$ cat src/rtl/shufflev_pkg.sv
// Shared types and helpers for the shufflev instruction-side bus guard.
package shufflev_pkg;

  typedef enum logic {
    BG_RUN,
    BG_ERR_RESP
  } bus_guard_state_e;

  localparam int BG_TIMEOUT_CNT_W = 8;

  // Unsigned wrap-around makes addresses below the base fail the compare too.
  function automatic logic in_window(input logic [31:0] addr,
                                     input logic [31:0] base,
                                     input logic [31:0] size);
    return (addr - base) < size;
  endfunction

endpackage

$ cat src/rtl/shufflev_instr_bus_if.sv
// Request/grant + response instruction bus; the fetcher is the master, memory the slave.
interface shufflev_instr_bus_if;
  logic        req;
  logic        gnt;
  logic [31:0] addr;
  logic        rvalid;
  logic [31:0] rdata;
  logic        err;

  modport master (output req, addr, input gnt, rvalid, rdata, err);
  modport slave  (input req, addr, output gnt, rvalid, rdata, err);
endinterface

$ cat src/rtl/shufflev_resp_watchdog.sv
// Counts idle cycles while responses are owed and fires once the limit is reached.
module shufflev_resp_watchdog #(
  parameter int unsigned TIMEOUT_CYCLES = 64
) (
  input  logic clk_i,
  input  logic rst_i,
  input  logic active_i,
  input  logic rvalid_i,
  output logic fire_o
);

  localparam int WD_W = $clog2(TIMEOUT_CYCLES);

  logic [WD_W-1:0] wd_q, wd_d;

  // NOTE: defaults are assigned first so every path drives every output; no latch.
  always_comb begin
    fire_o = active_i && !rvalid_i && (wd_q == WD_W'(TIMEOUT_CYCLES - 1));
    wd_d   = wd_q + WD_W'(1);
    if (!active_i || rvalid_i || fire_o) wd_d = '0;
  end

  // NOTE: sequential state uses <= so all flops sample pre-edge values.
  always_ff @(posedge clk_i or posedge rst_i) begin
    if (rst_i) wd_q <= '0;
    else       wd_q <= wd_d;
  end

endmodule

$ cat src/rtl/shufflev_instr_bus_guard.sv
// Instruction bus guard: caps in-flight fetches, rejects out-of-window addresses in order,
// and converts lost memory responses into error responses.
module shufflev_instr_bus_guard
  import shufflev_pkg::*;
#(
  parameter int unsigned MAX_OUTSTANDING = 2,
  parameter int unsigned TIMEOUT_CYCLES  = 64,
  parameter logic [31:0] ADDR_BASE       = 32'h0010_0000,
  parameter logic [31:0] ADDR_SIZE       = 32'h0001_0000
) (
  input  logic                        clk_i,
  input  logic                        rst_i,
  shufflev_instr_bus_if.slave         host,
  shufflev_instr_bus_if.master        mem,
  output logic [BG_TIMEOUT_CNT_W-1:0] timeout_cnt_o,
  output logic                        busy_o
);

  localparam int CW = $clog2(MAX_OUTSTANDING + 1);

  bus_guard_state_e            state_q, state_d;
  logic [CW-1:0]               out_q, out_d;
  logic [CW-1:0]               drop_q, drop_d;
  logic [BG_TIMEOUT_CNT_W-1:0] tmo_q, tmo_d;

  logic          legal, credit, fire, fwd, inc, dec, err_state;
  logic          mem_req, host_gnt;
  logic [CW:0]   in_flight;

  assign legal     = in_window(host.addr, ADDR_BASE, ADDR_SIZE);
  assign in_flight = {1'b0, out_q} + {1'b0, drop_q};
  assign credit    = in_flight < (CW + 1)'(MAX_OUTSTANDING);
  assign err_state = (state_q == BG_ERR_RESP);

  shufflev_resp_watchdog #(.TIMEOUT_CYCLES(TIMEOUT_CYCLES)) u_watchdog (
    .clk_i    (clk_i),
    .rst_i    (rst_i),
    .active_i (out_q != '0),
    .rvalid_i (mem.rvalid),
    .fire_o   (fire)
  );

  // An illegal fetch is only granted once every real response has drained,
  // so its error response cannot overtake older data.
  always_comb begin
    state_d  = state_q;
    mem_req  = 1'b0;
    host_gnt = 1'b0;
    unique case (state_q)
      BG_RUN: begin
        if (legal) begin
          mem_req  = host.req && credit;
          host_gnt = mem_req && mem.gnt;
        end else begin
          host_gnt = host.req && (out_q == '0);
          if (host_gnt) state_d = BG_ERR_RESP;
        end
      end
      BG_ERR_RESP: state_d = BG_RUN;
      default:     state_d = BG_RUN;
    endcase
  end

  always_comb begin
    fwd   = mem.rvalid && (drop_q == '0);
    inc   = mem_req && mem.gnt;
    dec   = fwd || fire;
    out_d = out_q + CW'(inc) - CW'(dec);

    drop_d = drop_q;
    if (fire)                              drop_d = drop_q + CW'(1);
    else if (mem.rvalid && drop_q != '0)   drop_d = drop_q - CW'(1);

    tmo_d = tmo_q;
    if (fire && tmo_q != '1) tmo_d = tmo_q + BG_TIMEOUT_CNT_W'(1);
  end

  always_ff @(posedge clk_i or posedge rst_i) begin
    if (rst_i) begin
      state_q <= BG_RUN;
      out_q   <= '0;
      drop_q  <= '0;
      tmo_q   <= '0;
    end else begin
      state_q <= state_d;
      out_q   <= out_d;
      drop_q  <= drop_d;
      tmo_q   <= tmo_d;
    end
  end

  assign mem.req      = mem_req;
  assign mem.addr     = host.addr;
  assign host.gnt     = host_gnt;
  assign host.rvalid  = fwd || fire || err_state;
  assign host.rdata   = fwd ? mem.rdata : 32'h0;
  assign host.err     = fwd ? mem.err : (fire || err_state);
  assign timeout_cnt_o = tmo_q;
  assign busy_o       = (out_q != '0) || (drop_q != '0) || (state_q != BG_RUN);

  a_single_rsp: assert property (@(posedge clk_i) disable iff (rst_i)
    $onehot0({fwd, fire, err_state}));
  a_in_flight: assert property (@(posedge clk_i) disable iff (rst_i)
    in_flight <= (CW + 1)'(MAX_OUTSTANDING));
  a_no_underflow: assert property (@(posedge clk_i) disable iff (rst_i)
    dec |-> (out_q != '0));

endmodule

$ cat src/flat_wrapper.sv
// flat-port wrapper written by rule: the top's interface ports become plain ports
module shufflev_instr_bus_guard_flat import shufflev_pkg::*;
#(
  parameter int unsigned MAX_OUTSTANDING = 2,
  parameter int unsigned TIMEOUT_CYCLES  = 64,
  parameter logic [31:0] ADDR_BASE       = 32'h0010_0000,
  parameter logic [31:0] ADDR_SIZE       = 32'h0001_0000
)
  (clk_i, rst_i, timeout_cnt_o, busy_o, host_req, host_addr, host_gnt, host_rvalid, host_rdata, host_err, mem_req, mem_addr, mem_gnt, mem_rvalid, mem_rdata, mem_err);
  shufflev_instr_bus_if host_i ();
  shufflev_instr_bus_if mem_i ();
  input  logic clk_i;
  input  logic rst_i;
  output logic [BG_TIMEOUT_CNT_W-1:0] timeout_cnt_o;
  output logic busy_o;
  input wire logic [$bits(host_i.req)-1:0] host_req;
  input wire logic [$bits(host_i.addr)-1:0] host_addr;
  output wire logic [$bits(host_i.gnt)-1:0] host_gnt;
  output wire logic [$bits(host_i.rvalid)-1:0] host_rvalid;
  output wire logic [$bits(host_i.rdata)-1:0] host_rdata;
  output wire logic [$bits(host_i.err)-1:0] host_err;
  output wire logic [$bits(mem_i.req)-1:0] mem_req;
  output wire logic [$bits(mem_i.addr)-1:0] mem_addr;
  input wire logic [$bits(mem_i.gnt)-1:0] mem_gnt;
  input wire logic [$bits(mem_i.rvalid)-1:0] mem_rvalid;
  input wire logic [$bits(mem_i.rdata)-1:0] mem_rdata;
  input wire logic [$bits(mem_i.err)-1:0] mem_err;
  assign host_i.req = host_req;
  assign host_i.addr = host_addr;
  assign host_gnt = host_i.gnt;
  assign host_rvalid = host_i.rvalid;
  assign host_rdata = host_i.rdata;
  assign host_err = host_i.err;
  assign mem_req = mem_i.req;
  assign mem_addr = mem_i.addr;
  assign mem_i.gnt = mem_gnt;
  assign mem_i.rvalid = mem_rvalid;
  assign mem_i.rdata = mem_rdata;
  assign mem_i.err = mem_err;
  shufflev_instr_bus_guard #(.MAX_OUTSTANDING(MAX_OUTSTANDING), .TIMEOUT_CYCLES(TIMEOUT_CYCLES), .ADDR_BASE(ADDR_BASE), .ADDR_SIZE(ADDR_SIZE)) u_core (.clk_i(clk_i), .rst_i(rst_i), .host(host_i), .mem(mem_i), .timeout_cnt_o(timeout_cnt_o), .busy_o(busy_o));
endmodule
$ cat config.mk
export PLATFORM = sky130hd
export DESIGN_NAME = shufflev_instr_bus_guard_flat
export DESIGN_NICKNAME = d
export VERILOG_FILES = /design/src/rtl/shufflev_pkg.sv /design/src/rtl/shufflev_instr_bus_if.sv /design/src/rtl/shufflev_resp_watchdog.sv /design/src/rtl/shufflev_instr_bus_guard.sv /design/src/flat_wrapper.sv
export SDC_FILE = /design/constraint.sdc
export NUM_CORES = 1
export LEC_CHECK = 0
export ABC_AREA = 1
export BUFFER_PORTS_ARGS = -buffer_cell sky130_fd_sc_hd__buf_4
export CORE_UTILIZATION = 39
export CTS_BUF_LIST = sky130_fd_sc_hd__clkbuf_16
export DETAILED_ROUTE_END_ITERATION = 16
export GPL_TIMING_DRIVEN = 0
export HOLD_SLACK_MARGIN = 0.1
export PLACE_DENSITY = 0.86
export SLEW_MARGIN = 15
export SYNTH_ARGS = -nofsm -noshare
export SYNTH_HDL_FRONTEND = slang
export SYNTH_HIERARCHICAL = 1
export SYNTH_SLANG_ARGS = --single-unit
export TNS_END_PERCENT = 20
$ cat constraint.sdc
create_clock -name clk_i -period 2.76 [get_ports clk_i]
set_input_delay 0.414 -clock clk_i [delete_from_list [all_inputs] [get_ports clk_i]]
set_output_delay 0.414 -clock clk_i [all_outputs]
set_load 0.05 [all_outputs]
==> impl_metrics.toml <==
[status]
status = "finished, final reports clean"

[synthesis]
synth_edf_count = 0
mappedNetlistNets = 330
synth_top_flop_cell = "sky130_fd_sc_hd__dfrtp_1"
yosysWarningCount = 6
async_flop_share_pct = 100
synth_sequential_area_ratio_pct = 27.8
postSynthCellCount = 255
synth.ff_latch_count = 19
yosys.cell_types.count = 31
synth_area_per_cell_um2 = 6.71
syn-cell-area_mm2 = 0.00171

[floorplanning]
x_dimension_of_the_die_um = 68.3
ioPinCount = 147
die-area_mm2 = 0.00466
core_area_mm2 = 0.00412
dieHeight_um = 68.3
fp-row-count = 23
initial_utilization_pct = 41.6

[global_routing]
gr-usage-all-layers_pct = 20.8
via_count_of_the_first_global_routing_pass = 1667
grt_max_degree = 14
grt_antenna_before_repair = 0
globalRoute.totalOverflow = 0
grt_pass1_wl_um = 7360

[detailed_routing]
drt_pre_antenna_iters = 4
via_count = 1921
totalWireLength_um = 5080
drt_iter0_markers = 38
via_per_inst = 4.37
drc = 0
antenna_left = 0
wl_per_cell_um = 11.5

[sta]
slew_headroom_pct = 65.0
timing.setup.tns_ns = 0
report.final.hold_viol_count = 0
worst_hold_slack_ns = 0.384
drv_slew = 0
setup_slack_ns = 0.307
finalClockSkew_ns = 0.00429
worst_slew_pin_slew_ns = 0.524
final.period_utilization_pct = 88.9
setup_repair_after_global_routing_missed_its_margin = "no"
max_freq_mhz = 408
final-setup-viol-count = 0
final_period_minus_worst_setup_slack_ns = 2.45

[setup_path]
most_used_cell_along_the_critical_path = "sky130_fd_sc_hd__nand2_1"
timing.critical_path.buf_inv = 2
setup.worst_path.start_class = "flop"
worst_path_largest_cell_delay_ns = 0.47
worstSetupStartpoint = "u_core/drop_q[0]"
critical_path_cell_count = 8
cp-endpoint = "host_gnt"
worstPathMaxFanout = 5
ff2ff_setup_slack_ns = 0.50
critical_path.reg2reg.endpoint = "u_core/out_q[1]"
critical_path.cell_chain = "nand2_1 -> inv_1 -> fa_1 -> or2_1 -> nor2_1 -> nand4_1 -> nand2_1 -> buf_4"
path_type_of_the_worst_setup_path = "flop to output port"
critical_path.top_delay_family = "simple AND/OR/NAND/NOR gates"
worst-endpoint-arrival_ns = 2.04
timing.critical_path.to_type = "output port"
rr_startpoint = "u_core/drop_q[0]"
r2r.worst_path.cells = 10
crit_slowest_cell = "sky130_fd_sc_hd__dfrtp_1"
critPathRequiredTime_ns = 2.35

[clock_network]
post_cts_buffers = 0
cts_tree = "yes"
clock_tree.buffer_depth = 2
cts_root_buffer = "sky130_fd_sc_hd__clkbuf_16"
tritoncts.num_buffers = 3
worstSkewPairLatency_ns = 0.25
cts-htree-levels = 1
clkSlewWorstSetupHoldPaths_ns = 0.05
cts_num_sinks = 19

[final_layout]
utilization_pct = 69.0
area_growth_pct = 65.9
final_layout_size_suffix_gt1_share_pct = 47.2
fillers = 348
nets = 466
num_antenna_cells = 0

[power]
p_per_area_mw_per_mm2 = 597
power.leakage_nw = 1.71
combinational_fraction_of_design_power_pct = 61.3
power.internal_uw = 856
netSwitchingPower_uw = 839
power_share_of_the_clock_group_pct = 17.0
switching_share_pct = 49.5
pwr-share-seq_pct = 21.7
worst_ir_drop_vdd_uv = 402
design_power_total_mw = 1.69

[job]
cap_violations = 0

[worst_hold_path]
min_path_type = "primary input to flop"
whs_path_depth = 2

[placement]
dp.final_hpwl_um = 4250
buffer_ports.inserted = 130
place.gp.congestion = 0.842
dpl_worst_slack_ns = 0.525
## layout by cell type (no fill, tap or decap), drive strengths merged, types with 2 or more instances in the layout
master,count
buf,165
ha,4
nand2,47
xnor2,4
clkinv,2
nor2,57
xor2,4
nand4,3
inv,55
o21ai,4
dfrtp,19
clkbuf,3
nor3,3
nand3,11
## synth_stat cells, types with 4 or more instances
cell | count | area [µm²]
sky130_fd_sc_hd__nand3_1 | 9 | 45.0
sky130_fd_sc_hd__o21ai_1 | 4 | 20.0
sky130_fd_sc_hd__nand2_1 | 42 | 158
sky130_fd_sc_hd__xor2_1 | 4 | 35.0
sky130_fd_sc_hd__xnor2_1 | 4 | 35.0
sky130_fd_sc_hd__buf_4 | 32 | 240
sky130_fd_sc_hd__dfrtp_1 | 19 | 475
sky130_fd_sc_hd__ha_1 | 4 | 50.1
sky130_fd_sc_hd__nor2_1 | 54 | 203
sky130_fd_sc_hd__inv_1 | 51 | 191
## area by class of cell
class | instances | area, µm² | area share, %
clock inverter | 1 | 3.75 | 0.132
tap | 50 | 62.6 | 2.20
multi-input combinational | 145 | 766 | 27.0
buffer | 35 | 255 | 8.99
clock buffer | 3 | 75.1 | 2.64
sequential | 19 | 475 | 16.7
inverter | 56 | 215 | 7.58
timing repair buffer | 131 | 986 | 34.7
## cells by family after synthesis
kind of cell	Yosys count	share of synthesized area, %
AND/OR/NAND/NOR	124	33.1
buffers and inverters	91	27.5
flip-flops	19	27.8
AO/OA/AOI/OAI	8	3.44
XOR/XNOR	8	4.09
adder cells (fa/ha/maj)	5	4.09
## power groups by stage
stage / Combinational, mW / Clock, mW / Sequential (mW)
2_1_floorplan: 0.727 / 0 / 0.367
3_3_place_gp: 1.03 / 0 / 0.368
3_5_place_dp: 1.04 / 0 / 0.371
4_1_cts: 1.04 / 0.296 / 0.367
5_1_grt: 1.12 / 0.317 / 0.373
6_report: 1.04 / 0.289 / 0.367
## how the worst min path moves through the flow
stage,from,endpoint,slack (ns)
2_1_floorplan,rst_i,u_core/u_watchdog/wd_q[0],0.20
3_3_place_gp,rst_i,u_core/u_watchdog/wd_q[0],0.35
3_5_place_dp,rst_i,u_core/u_watchdog/wd_q[1],0.36
4_1_cts,mem_rvalid,u_core/u_watchdog/wd_q[2],0.38
5_1_grt,mem_rvalid,u_core/u_watchdog/wd_q[2],0.38
6_report,mem_rvalid,u_core/u_watchdog/wd_q[2],0.38
## sequential cells by signal (all words and copies together), names as in the netlist
register / flops
u_core/drop_q: 2
u_core/err_state: 1
u_core/out_q: 2
u_core/timeout_cnt_o: 8
u_core/u_watchdog/wd_q: 6
## through the flow
| step | cells | area (µm²) |
|---|---|---|
| floorplan | 255 | 1710 |
| global placement | 435 | 2750 |
| detailed placement | 435 | 2750 |
| CTS | 440 | 2840 |
| global route | 440 | 2840 |
| finish | 440 | 2840 |
## repair_timing
item	in CTS	in global routing
gates resized for setup	0	0
endpoints found under the hold margin	6	0
hold buffers	1	0
## metal layers
metal | GRT usage [%] | share of wire (%)
met5 | 0 | 0
met4 | 3.91 | 0.81
met1 | 22.8 | 37
met3 | 4.67 | 7.8
met2 | 40.2 | 54
Power figures use the tool's default switching activity.
